$ cat config.mk
export PLATFORM = sky130hd
export DESIGN_NAME = word_splitter_flat
export DESIGN_NICKNAME = d
export VERILOG_FILES = /design/src/rtl/word_splitter_if.sv /design/src/rtl/word_splitter.sv /design/src/flat_wrapper.sv
export SDC_FILE = /design/constraint.sdc
export NUM_CORES = 1
export LEC_CHECK = 0
export BUFFER_PORTS_ARGS = -buffer_cell sky130_fd_sc_hd__clkbuf_2
export CORE_MARGIN = 10
export CORE_UTILIZATION = 40
export DETAILED_ROUTE_END_ITERATION = 10
export SLEW_MARGIN = 30
export SYNTH_ARGS = -nofsm -noshare
export SYNTH_HDL_FRONTEND = slang
export SYNTH_SLANG_ARGS = --single-unit
$ cat constraint.sdc
create_clock -name clk -period 5.69 [get_ports clk]
set_clock_uncertainty 0.2 [all_clocks]
set_input_delay 0.2845 -clock clk [delete_from_list [all_inputs] [get_ports clk]]
set_output_delay 0.2845 -clock clk [all_outputs]
set_load 0.005 [all_outputs]
$ cat src/rtl/word_splitter_if.sv
// Stream bundle for word_splitter: a 2n-bit packed word in, n-bit halves out.
// slave modport is the splitter's side; master modport is the producer/consumer side.
// Signals: in_valid/in_ready/in_ab (word in), out_valid/out_ready/out_half/out_last (halves out).
interface word_splitter_if #(
  parameter int n = 8
);
  logic           in_valid;
  logic           in_ready;
  logic [2*n-1:0] in_ab;
  logic           out_valid;
  logic           out_ready;
  logic [n-1:0]   out_half;
  logic           out_last;

  modport slave (
    input  in_valid,
    input  in_ab,
    input  out_ready,
    output in_ready,
    output out_valid,
    output out_half,
    output out_last
  );

  modport master (
    output in_valid,
    output in_ab,
    output out_ready,
    input  in_ready,
    input  out_valid,
    input  out_half,
    input  out_last
  );
endinterface

$ cat src/rtl/word_splitter.sv
// Purpose: unpacks one 2n-bit {a,b} word into two n-bit halves sent serially on a valid/ready stream.
// Latency: word accepted at edge T shows its first half in cycle T+1; one word per 2 cycles sustained.
// Backpressure: halves hold steady while out_ready is low; in_ready is combinational from out_ready
//   in SEND_SECOND so the next word can be latched on the same edge the last half leaves.
// Ports: clk, rst (async, active-high); bus (word_splitter_if.slave) carries both streams;
//   busy = not IDLE; word_cnt = accepted words modulo 2^CW.
// Build option: define SPLIT_LOW_FIRST_EN to send the low half (b) first instead of the high half (a).
module word_splitter #(
  parameter int n  = 8,
  parameter int CW = 8
) (
  input  logic          clk,
  input  logic          rst,
  word_splitter_if.slave bus,
  output logic          busy,
  output logic [CW-1:0] word_cnt
);

  typedef enum logic [1:0] {
    IDLE        = 2'd0,
    SEND_FIRST  = 2'd1,
    SEND_SECOND = 2'd2
  } state_t;

  state_t          state_q, state_d;
  logic [2*n-1:0]  hold_q, hold_d;
  logic [CW-1:0]   cnt_q, cnt_d;
  logic            in_xfer;
  logic            out_xfer;
  logic [n-1:0]    first_half;
  logic [n-1:0]    second_half;

`ifdef SPLIT_LOW_FIRST_EN
  assign first_half  = hold_q[n-1:0];
  assign second_half = hold_q[2*n-1:n];
`else
  assign first_half  = hold_q[2*n-1:n];
  assign second_half = hold_q[n-1:0];
`endif

  // Outputs decode straight from state and hold register: no output pipeline.
  assign bus.out_valid = (state_q != IDLE);
  assign bus.out_last  = (state_q == SEND_SECOND);
  assign bus.in_ready  = (state_q == IDLE) ||
                         ((state_q == SEND_SECOND) && bus.out_ready);
  assign busy          = (state_q != IDLE);
  assign word_cnt      = cnt_q;

  assign in_xfer  = bus.in_valid  && bus.in_ready;
  assign out_xfer = bus.out_valid && bus.out_ready;

  always_comb begin
    bus.out_half = '0;
    case (state_q)
      SEND_FIRST:  bus.out_half = first_half;
      SEND_SECOND: bus.out_half = second_half;
      default:     bus.out_half = '0;
    endcase
  end

  always_comb begin
    state_d = state_q;
    hold_d  = hold_q;
    cnt_d   = cnt_q;
    case (state_q)
      IDLE: begin
        if (in_xfer) begin
          hold_d  = bus.in_ab;
          cnt_d   = cnt_q + {{(CW-1){1'b0}}, 1'b1};
          state_d = SEND_FIRST;
        end
      end
      SEND_FIRST: begin
        if (out_xfer) state_d = SEND_SECOND;
      end
      SEND_SECOND: begin
        // in_xfer here implies out_ready, hence out_xfer: zero-bubble reload.
        if (out_xfer && in_xfer) begin
          hold_d  = bus.in_ab;
          cnt_d   = cnt_q + {{(CW-1){1'b0}}, 1'b1};
          state_d = SEND_FIRST;
        end else if (out_xfer) begin
          state_d = IDLE;
        end
      end
      default: state_d = IDLE;
    endcase
  end

  always_ff @(posedge clk or posedge rst) begin
    if (rst) begin
      state_q <= IDLE;
      hold_q  <= '0;
      cnt_q   <= '0;
    end else begin
      state_q <= state_d;
      hold_q  <= hold_d;
      cnt_q   <= cnt_d;
    end
  end

endmodule

$ cat src/flat_wrapper.sv
// flat-port wrapper written by rule: the top's interface ports become plain ports
module word_splitter_flat 
#(
  parameter int n  = 8,
  parameter int CW = 8
)
  (clk, rst, busy, word_cnt, bus_in_valid, bus_in_ab, bus_out_ready, bus_in_ready, bus_out_valid, bus_out_half, bus_out_last);
  word_splitter_if #(.n(n)) bus_i ();
  input  logic clk;
  input  logic rst;
  output logic busy;
  output logic [CW-1:0] word_cnt;
  input wire logic [$bits(bus_i.in_valid)-1:0] bus_in_valid;
  input wire logic [$bits(bus_i.in_ab)-1:0] bus_in_ab;
  input wire logic [$bits(bus_i.out_ready)-1:0] bus_out_ready;
  output wire logic [$bits(bus_i.in_ready)-1:0] bus_in_ready;
  output wire logic [$bits(bus_i.out_valid)-1:0] bus_out_valid;
  output wire logic [$bits(bus_i.out_half)-1:0] bus_out_half;
  output wire logic [$bits(bus_i.out_last)-1:0] bus_out_last;
  assign bus_i.in_valid = bus_in_valid;
  assign bus_i.in_ab = bus_in_ab;
  assign bus_i.out_ready = bus_out_ready;
  assign bus_in_ready = bus_i.in_ready;
  assign bus_out_valid = bus_i.out_valid;
  assign bus_out_half = bus_i.out_half;
  assign bus_out_last = bus_i.out_last;
  word_splitter #(.n(n), .CW(CW)) u_core (.clk(clk), .rst(rst), .bus(bus_i), .busy(busy), .word_cnt(word_cnt));
endmodule
==> impl_metrics.tcl, run 1 <==
set metrics [dict create \
    yosysTopAreaCell "dfrtp_1" \
    finalHoldViolations 0 \
    drive_gt1_share_pct 31.8 \
    path_max_fanout 21 \
    num_rows 21 \
    fp.dieArea_mm2 0.00645 \
    fillCellCount 329 \
    critical_path.startpoint_type "flop" \
    tightestPinTransition_ns 0.724 \
    drv_slew 0 \
    hold_ws_ns 0.106 \
    io_buffers 39 \
    endpoint_kind "flop" \
    ios 40 \
    final_common_cell "clkbuf_2" \
    core_area_mm2 0.00342 \
    final_util_pct 53.2 \
    clock_latency_ns 0.32 \
    ir_worst_vdd_mv 0.211 \
    p_total_mw 0.856 \
    drc_errors 0 \
    wl_met3_um 290 \
    cts_tree "built" \
    grt_antenna_before_repair 0 \
    htree_levels 1 \
    cts_root_buffer "clkbuf_4" \
    synth_nets 158 \
    wl_met2_um 1560 \
    nNetsFinal 206 \
    grt_usage_pct 10.5 \
    setup_violations 0 \
    dp_hpwl_um 2490 \
    synth-seq-cells 26 \
    r2r_slack_ns 3.11 \
    status "complete, no violations" \
    yosysTopAreaCellShare_pct 44.8 \
    grt_pass1_vias 1247 \
    ys_seq_area_share_pct 44.8 \
    synthDistinctLibCells 32 \
    dr.pass1.iters 4 \
    clock_sinks 26 \
    place_ws_ns 3.11 \
    area_growth_pct 24.9 \
    wl_um 3320 \
    grt_max_degree 27 \
    die_h_um 80.3 \
    postCtsSetupBuffers 0 \
    drt-initial-drc-count 57 \
    rsz0062_at_grt "no" \
    clk_pin_slew_ns 0.14 \
    start_util_pct 42.6 \
    final_cell_mix "clkbuf_2 (39), dfrtp_1 (26), dlygate4sd3_1 (13), mux2_2 (11), nor2b_1 (9)" \
    top_layer_used "met4" \
    clockBufferDepth 2 \
    drtAntennaViolNets 0 \
    synth_area_leaders "dfrtp_1 (45%), mux2_2 (8.5%), ha_1 (5.2%)" \
    viasPerCell 5.19 \
    fin_ws_ns 3.11 \
    cts_buffers 3 \
    power_density_mw_per_mm2 472 \
    fmax_mhz 387 \
    grt_pass1_wl_um 5610 \
    finalCritPeriodShare_pct 45.4 \
    netlist_area_mm2 0.00145 \
    finalSetupTns_ns 0 \
    critPathKind "reg2reg" \
    cts_hold_buffers 13 \
    power.leakage_nw 0.882 \
    grt_remaining_overflow 0 \
    netlist_instances 132 \
    vias 1167 \
    die_x_um 80.3 \
    n_antenna_cell 0 \
    critical_path_required_ns 5.71 \
    area.sequential_um2 651 \
    maxSlewHeadroom_pct 51.7 \
    wl_per_cell_um 14.7 \
    cts_resized 0 \
    avgSynthCellArea_um2 11.0 \
    cp.arrival_ns 2.61 \
    wl_met1_um 1450 \
    post-route-min-period_ns 2.58 \
    multiInputGateArea_um2 727 \
    gp_congestion 0.724 \
    hold_class "in2reg" \
    yosys_warnings 0 \
    drv_cap 0 \
]
## state kept, by name, summed over array words and instances (netlist names)
signal,flops
u_core.hold_q,16
u_core.word_cnt,8
u_core.state_q,2
## Yosys cell counts
master	n
a2111oi_2	1
a211o_1	5
a211oi_1	1
a21o_1	1
a21oi_1	6
a22oi_1	8
and2b_1	1
and3_1	7
and3b_1	1
buf_2	1
buf_4	2
buf_6	2
clkbuf_1	4
dfrtp_1	26
ha_1	6
inv_1	5
mux2_1	2
mux2_2	11
nand2_1	2
nand2b_1	7
nand3_1	5
nand3b_1	1
nand4_1	2
nor2_1	1
nor2b_1	9
o211ai_1	3
o21ai_0	2
o21ai_4	1
o22ai_1	1
o2bb2ai_1	1
xnor2_1	4
xor2_1	3
## cell type report
cell class / count / share of cell area, %
clock buffer: 4 / 2.00
inverter: 5 / 1.03
multi-input combinational: 92 / 40.0
sequential: 26 / 35.8
tap: 46 / 3.17
timing repair buffer: 52 / 17.9
## where the power goes
part           leakage [nW]  switching, mW  internal [mW]
combinational         0.546          0.200          0.219
clock                0.0210         0.0553         0.0391
sequential            0.316         0.0723          0.271
total                 0.882          0.327          0.529
## critical path: stages, from the launching register on
cell     delay, ns
dfrtp_1       0.45
inv_1         0.10
ha_1          0.63
and2b_1       0.32
o21ai_4       0.40
mux2_2        0.39
## routing by layer
layer	up-vias	track usage (%)
met5	-	0
li1	566	-
met1	557	12.3
met3	2	4.79
met2	42	17.6
met4	0	1.23
## cell families (layout without fill, tap and decap cells)
family	count (synthesis)	in the layout	synth area share, %
buffers and inverters	14	61	5.25
muxes	13	13	10.1
and+or+nand+nor	36	36	14.9
adders and majority gates	6	6	5.16
xor gates and xnor gates	7	7	4.22
DFF	26	26	44.8
AOI/OAI and AO/OA	30	30	15.7
## stage by stage
step / std cells / instance area (um^2)
final: 225 / 1820
after global placement: 208 / 1650
after floorplan: 132 / 1450
after CTS: 225 / 1820
after detailed placement: 208 / 1650
after global routing: 225 / 1820
## path summary, 6_finish.rpt
kind,start,to,cells after the start
setup / recovery,u_core.state_q[0]$_DFFE_PP0P_,u_core.hold_q[6]$_DFFE_PP0P_,5
hold / removal,bus_in_ab[11],u_core.hold_q[11]$_DFFE_PP0P_,3
setup reg to reg,u_core.state_q[0]$_DFFE_PP0P_,u_core.hold_q[6]$_DFFE_PP0P_,5
max in group asynchronous,rst,u_core.hold_q[5]$_DFFE_PP0P_,3
min in group asynchronous,rst,u_core.hold_q[3]$_DFFE_PP0P_,3
hold reg to reg,u_core.word_cnt[7]$_DFFE_PP0P_,u_core.word_cnt[7]$_DFFE_PP0P_,1
Power figures use the tool's default switching activity.
==> inputs of run 2 (changes only) <==
clock period = 2.7 ns   (was 5.69 ns; I/O delays follow)
==> run 2 against run 1 <==
  * Count of clock-buffer cells in the layout unchanged
  * Design area up 3.0%
  * Highest routed layer unchanged
  * Utilization up 1.6 points
  * Sequential power up 110%
  * Routed wire length up 3.1%
  * Sequential share of layout area down 1.1 points
  * Largest cell class unchanged
  * Critical path type unchanged
  * Cell count up 2.7%
==> impl_metrics.tcl, run 2 (synthesized netlist as in run 1, its figures left out) <==
set metrics [dict create \
    grt_pass1_wl_um 6020 \
    finalCritPeriodShare_pct 83.6 \
    power_density_mw_per_mm2 978 \
    ir_worst_vdd_mv 0.403 \
    status "complete, no violations" \
    n_antenna_cell 0 \
    p_int_mw 1.13 \
    cts_tree "built" \
    clkPwrFrac_pct 11.0 \
    hold_class "in2reg" \
    start_util_pct 42.6 \
    io_buffers 39 \
    place_ws_ns 0.444 \
    fp.dieArea_mm2 0.00645 \
    critPathKind "reg2reg" \
    fin_ws_ns 0.442 \
    drv_slew 0 \
    largest-register "u_core.hold_q" \
    cts_buffers 3 \
    grt_max_degree 27 \
    finalSetupTns_ns 0 \
    power_frac_comb_pct 49.9 \
    post-route-min-period_ns 2.26 \
    final_cell_mix "clkbuf_2 (39), dfrtp_1 (26), dlygate4sd3_1 (17), mux2_2 (11), nor2b_1 (9)" \
    cts_resized 0 \
    sw_frac_of_total_pct 38.0 \
    postCtsSetupBuffers 0 \
    area_growth_pct 28.7 \
    path_max_fanout 13 \
    fmax_mhz 443 \
    num_rows 21 \
    dr.pass1.iters 4 \
    grt_remaining_overflow 0 \
    finalHoldViolations 0 \
    maxSlewHeadroom_pct 58.1 \
    clockBufferDepth 2 \
    cts_hold_buffers 17 \
    critical_path_required_ns 2.72 \
    setup_violations 0 \
    wl_per_cell_um 14.8 \
    grt_usage_pct 11.3 \
    drive_gt1_share_pct 31.9 \
    gp_congestion 0.703 \
    viasPerCell 5.16 \
    drtAntennaViolNets 0 \
    power.leakage_nw 0.909 \
    tightestPinTransition_ns 0.622 \
    nNetsFinal 212 \
    clock_latency_ns 0.32 \
    area.sequential_um2 651 \
    wl_um 3420 \
    ios 40 \
    dp_hpwl_um 2590 \
    fillCellCount 323 \
    drc_errors 0 \
    drt-initial-drc-count 65 \
    clock_sinks 26 \
    grt_antenna_before_repair 0 \
    cp.arrival_ns 2.28 \
    vias 1191 \
    p_seq_share_pct 39.1 \
    grt_pass1_vias 1320 \
    htree_levels 1 \
    endpoint_kind "flop" \
    core_area_mm2 0.00342 \
    cts_root_buffer "clkbuf_4" \
    die_h_um 80.3 \
    switchingPower_mw 0.696 \
    die_x_um 80.3 \
    rsz0062_at_grt "no" \
    clk_pin_slew_ns 0.14 \
    largest_reg_flops 16 \
    multiInputGateArea_um2 727 \
    drv_cap 0 \
    critical_path.startpoint_type "flop" \
    final_common_cell "clkbuf_2" \
]
==> run 2: cell types whose count changed in the layout (fill, tap and decap cells not counted) <==
| cell | delta |
|---|---|
| buf_4 | +2 |
| dlygate4sd3_1 | +4 |
==> run 2: metal layers <==
layer	GRT usage (%)	vias to the layer above	routed length (um)
li1	-	576	-
met2	19.6	33	1700
met5	0	-	0
met3	3.67	4	257
met1	13.2	578	1430
met4	2.64	0	28
==> run 2: final timing paths <==
| kind | startpoint | to | slack (ns) | cells past startpoint |
|---|---|---|---|---|
| setup / recovery | u_core.state_q[0]$_DFFE_PP0P_ | u_core.hold_q[2]$_DFFE_PP0P_ | 0.44 | 5 |
| hold / removal | bus_out_ready | u_core.state_q[0]$_DFFE_PP0P_ | 0.06 | 4 |
| hold reg to reg | u_core.word_cnt[7]$_DFFE_PP0P_ | u_core.word_cnt[7]$_DFFE_PP0P_ | 0.27 | 1 |
| setup reg to reg | u_core.state_q[0]$_DFFE_PP0P_ | u_core.hold_q[2]$_DFFE_PP0P_ | 0.44 | 5 |
| min in group asynchronous | rst | u_core.hold_q[7]$_DFFE_PP0P_ | 0.18 | 3 |
| max in group asynchronous | rst | u_core.word_cnt[3]$_DFFE_PP0P_ | 1.76 | 3 |
==> run 2: cell type report <==
class | instances | area share, %
Multi-Input combinational cell | 92 | 38.9
Sequential cell | 26 | 34.8
Timing Repair Buffer | 58 | 20.3
Tap cell | 46 | 3.08
Clock buffer | 4 | 1.94
Inverter | 5 | 1.00
==> run 2: worst max-delay path: stages (launching register included) <==
cell,delay (ns)
dfrtp_1,0.45
inv_1,0.10
ha_1,0.28
and3b_1,0.32
o21ai_4,0.41
mux2_2,0.39
==> run 2: power by group through the flow <==
stage	Combinational [mW]	Sequential, mW	Clock (mW)
floorplan	0.667	0.692	0
global placement	0.888	0.715	0
detailed placement	0.907	0.726	0
CTS	0.933	0.716	0.208
global route	1.04	0.751	0.224
finish	0.914	0.716	0.201
==> run 2: metrics by stage <==
| step | power [mW] | cells | utilization, % | cell area [um^2] | hold slack, ns |
|---|---|---|---|---|---|
| 5_1_grt | 2.02 | 231 | 54.8 | 1870 | 0.0879 |
| 3_3_place_gp | 1.60 | 210 | 48.7 | 1660 | 0.155 |
| 3_5_place_dp | 1.63 | 210 | 48.7 | 1660 | 0.00658 |
| 6_report | 1.83 | 231 | 54.8 | 1870 | 0.0643 |
| 4_1_cts | 1.86 | 231 | 54.8 | 1870 | 0.0637 |
| 2_1_floorplan | 1.36 | 132 | - | 1450 | -0.0250 |
==> inputs of run 3 (changes only) <==
ABC_AREA = 1   (was unset)
PLACE_DENSITY = 0.67   (was unset)
clock period = 2.05 ns   (was 2.7 ns; I/O delays follow)
==> run 3 against run 2 <==
  * Design area increased by 1.3%
  * Synthesized cell count increased by 36%
  * Critical endpoint is now bus_out_half[2]
  * Register-to-register slack got worse by 0.21 ns
  * Highest routed layer unchanged
  * Largest cell class unchanged
  * Sequential share of layout area decreased by 0.44 points
==> impl_metrics.tcl, run 3 <==
set metrics [dict create \
    ios 40 \
    grt_pass1_wl_um 5830 \
    cts_tree "built" \
    endpoint_kind "output port" \
    largest_reg_flops 16 \
    fin_ws_ns 0.0823 \
    fmax_mhz 508 \
    grt_antenna_before_repair 0 \
    grt_remaining_overflow 0 \
    fillCellCount 326 \
    drive_gt1_share_pct 24.2 \
    critical_path.startpoint_type "flop" \
    n_antenna_cell 0 \
    ys_seq_area_share_pct 46.4 \
    largest-register "u_core.hold_q" \
    area_growth_pct 35.1 \
    num_rows 21 \
    synth_most_common_cell "nand2_1" \
    cp.arrival_ns 1.67 \
    cts_root_buffer "clkbuf_4" \
    async_reset_ff_share_pct 100 \
    synth-main-ff-cell "dfrtp_1" \
    die_x_um 79.2 \
    netlist_instances 180 \
    tightestPinTransition_ns 0.336 \
    ir_worst_vdd_mv 0.526 \
    setup_violations 0 \
    final_cell_mix "nand2_1 (95), clkbuf_2 (39), dfrtp_1 (26), dlygate4sd3_1 (19), inv_1 (9)" \
    gp_congestion 0.809 \
    drv_slew 0 \
    dr.pass1.iters 4 \
    clock_latency_ns 0.32 \
    critPathKind "reg2out" \
    synth-seq-cells 26 \
    die_h_um 79.2 \
    yosys_warnings 0 \
    clock_sinks 26 \
    wl_per_cell_um 11.9 \
    start_util_pct 41.7 \
    synthDistinctLibCells 21 \
    power_density_mw_per_mm2 1230 \
    clk_pin_slew_ns 0.15 \
    dp_hpwl_um 2390 \
    path_cells "inv_1 -> ha_2 -> nand2_1 -> a21oi_1 -> clkbuf_2" \
    place_ws_ns 0.277 \
    core_area_mm2 0.00336 \
    yosysTopAreaCellShare_pct 46.4 \
    finalCritPeriodShare_pct 96.0 \
    synth_nets 206 \
    hold_ws_ns 0.135 \
    drc_errors 0 \
    grt_max_degree 27 \
    wl_um 3420 \
    netlist_area_mm2 0.00140 \
    avgSynthCellArea_um2 7.79 \
    power.leakage_nw 0.997 \
    final_common_cell "nand2_1" \
    vias 1287 \
    hold_class "in2async" \
    cts_buffers 3 \
    io_buffers 39 \
    clockBufferDepth 2 \
    maxSlewHeadroom_pct 77.6 \
    path_max_fanout 9 \
    grt_pass1_vias 1334 \
    finalHoldViolations 0 \
    slowest_stage "dfrtp_1" \
    fp.dieArea_mm2 0.00628 \
    slowest_delay_ns 0.46 \
    drtAntennaViolNets 0 \
    synth_area_leaders "dfrtp_1 (46%), nand2_1 (25%), ha_1 (5.4%)" \
    nNetsFinal 267 \
    post-route-min-period_ns 1.97 \
    htree_levels 1 \
    drv_cap 0 \
    synth_edf_count 0 \
    viasPerCell 4.50 \
    synth_common_cells "nand2_1 (95), dfrtp_1 (26), a21oi_1 (9), inv_1 (9)" \
    yosysTopAreaCell "dfrtp_1" \
    grt_usage_pct 11.0 \
    drt-initial-drc-count 128 \
    critical_path_required_ns 1.75 \
    status "complete, no violations" \
]
[run 3: per-stage QoR]
stage	power (mW)	cells	instance area, um^2	setup TNS (ns)	utilization [%]
6_report	2.33	286	1890	0	56.3
5_1_grt	2.56	286	1890	-0.0176	56.3
4_1_cts	2.32	285	1860	0	55.4
3_5_place_dp	1.93	262	1620	0	48.2
3_3_place_gp	1.91	262	1620	0	48.2
2_1_floorplan	1.63	180	1400	0	-
[run 3: worst max-delay path, delay by kind of cell (launching register included)]
kind                     cells  cell delay, ns
adder cells (fa/ha/maj)      1            0.32
AO/OA/AOI/OAI                1            0.20
flip-flops                   1            0.46
buffers and inverters        2            0.30
AND/OR/NAND/NOR              1            0.07
[run 3: area by class of cell]
class | count | area, um^2 | share of cell area [%]
multi-input cells | 135 | 662 | 34.9
flip-flops and latches | 26 | 651 | 34.3
repair buffers | 63 | 427 | 22.5
well taps | 46 | 57.6 | 3.04
inverters | 12 | 45.0 | 2.38
clock inverters | 1 | 30.0 | 1.59
clock buffers | 3 | 22.5 | 1.19
[run 3: layer usage]
| layer | track usage, % | vias up | wire length, um |
|---|---|---|---|
| met4 | 2.87 | 0 | 52 |
| met1 | 13.1 | 582 | 1530 |
| met2 | 18.5 | 29 | 1610 |
| met5 | 0 | - | 0 |
| met3 | 3.72 | 6 | 225 |
| li1 | - | 670 | - |
[run 3: worst paths after layout]
kind / startpoint / endpoint / slack, ns / cells past startpoint
max in group asynchronous: rst / u_core.hold_q[3]$_DFFE_PP0P_ / 1.26 / 4
worst min register to register: u_core.hold_q[8]$_DFFE_PP0P_ / u_core.hold_q[8]$_DFFE_PP0P_ / 0.30 / 2
min in group clk: bus_in_ab[0] / u_core.hold_q[0]$_DFFE_PP0P_ / 0.30 / 4
worst min-delay path: rst / u_core.word_cnt[4]$_DFFE_PP0P_ / 0.14 / 4
worst max register to register: u_core.state_q[1]$_DFFE_PP0P_ / u_core.word_cnt[0]$_DFFE_PP0P_ / 0.23 / 6
worst max-delay path: u_core.state_q[1]$_DFFE_PP0P_ / bus_out_half[2] / 0.08 / 5
[run 3: kinds of logic after synthesis]
kind of cell | share of synthesized area (%)
flops | 46.4
simple gates | 31.0
fa+ha+maj | 5.35
xor+xnor | 2.50
compound gates | 6.96
buf+inv | 7.76
[run 3: repair_timing]
| item | 4_1_cts | 5_1_grt |
|---|---|---|
| endpoints found under the hold margin | 44 | 0 |
| hold buffers | 19 | 0 |
| setup endpoints to repair | 0 | 8 |
| resized for setup | 0 | 5 |
| buffers inserted | 0 | 1 |
[run 3: report_power, final]
group	leakage [nW]	switching, mW	total [mW]	internal [mW]
sequential	0.329	0.171	0.897	0.726
combinational	0.640	0.637	1.08	0.444
clock	0.0279	0.158	0.356	0.198
total	0.997	0.967	2.33	1.37
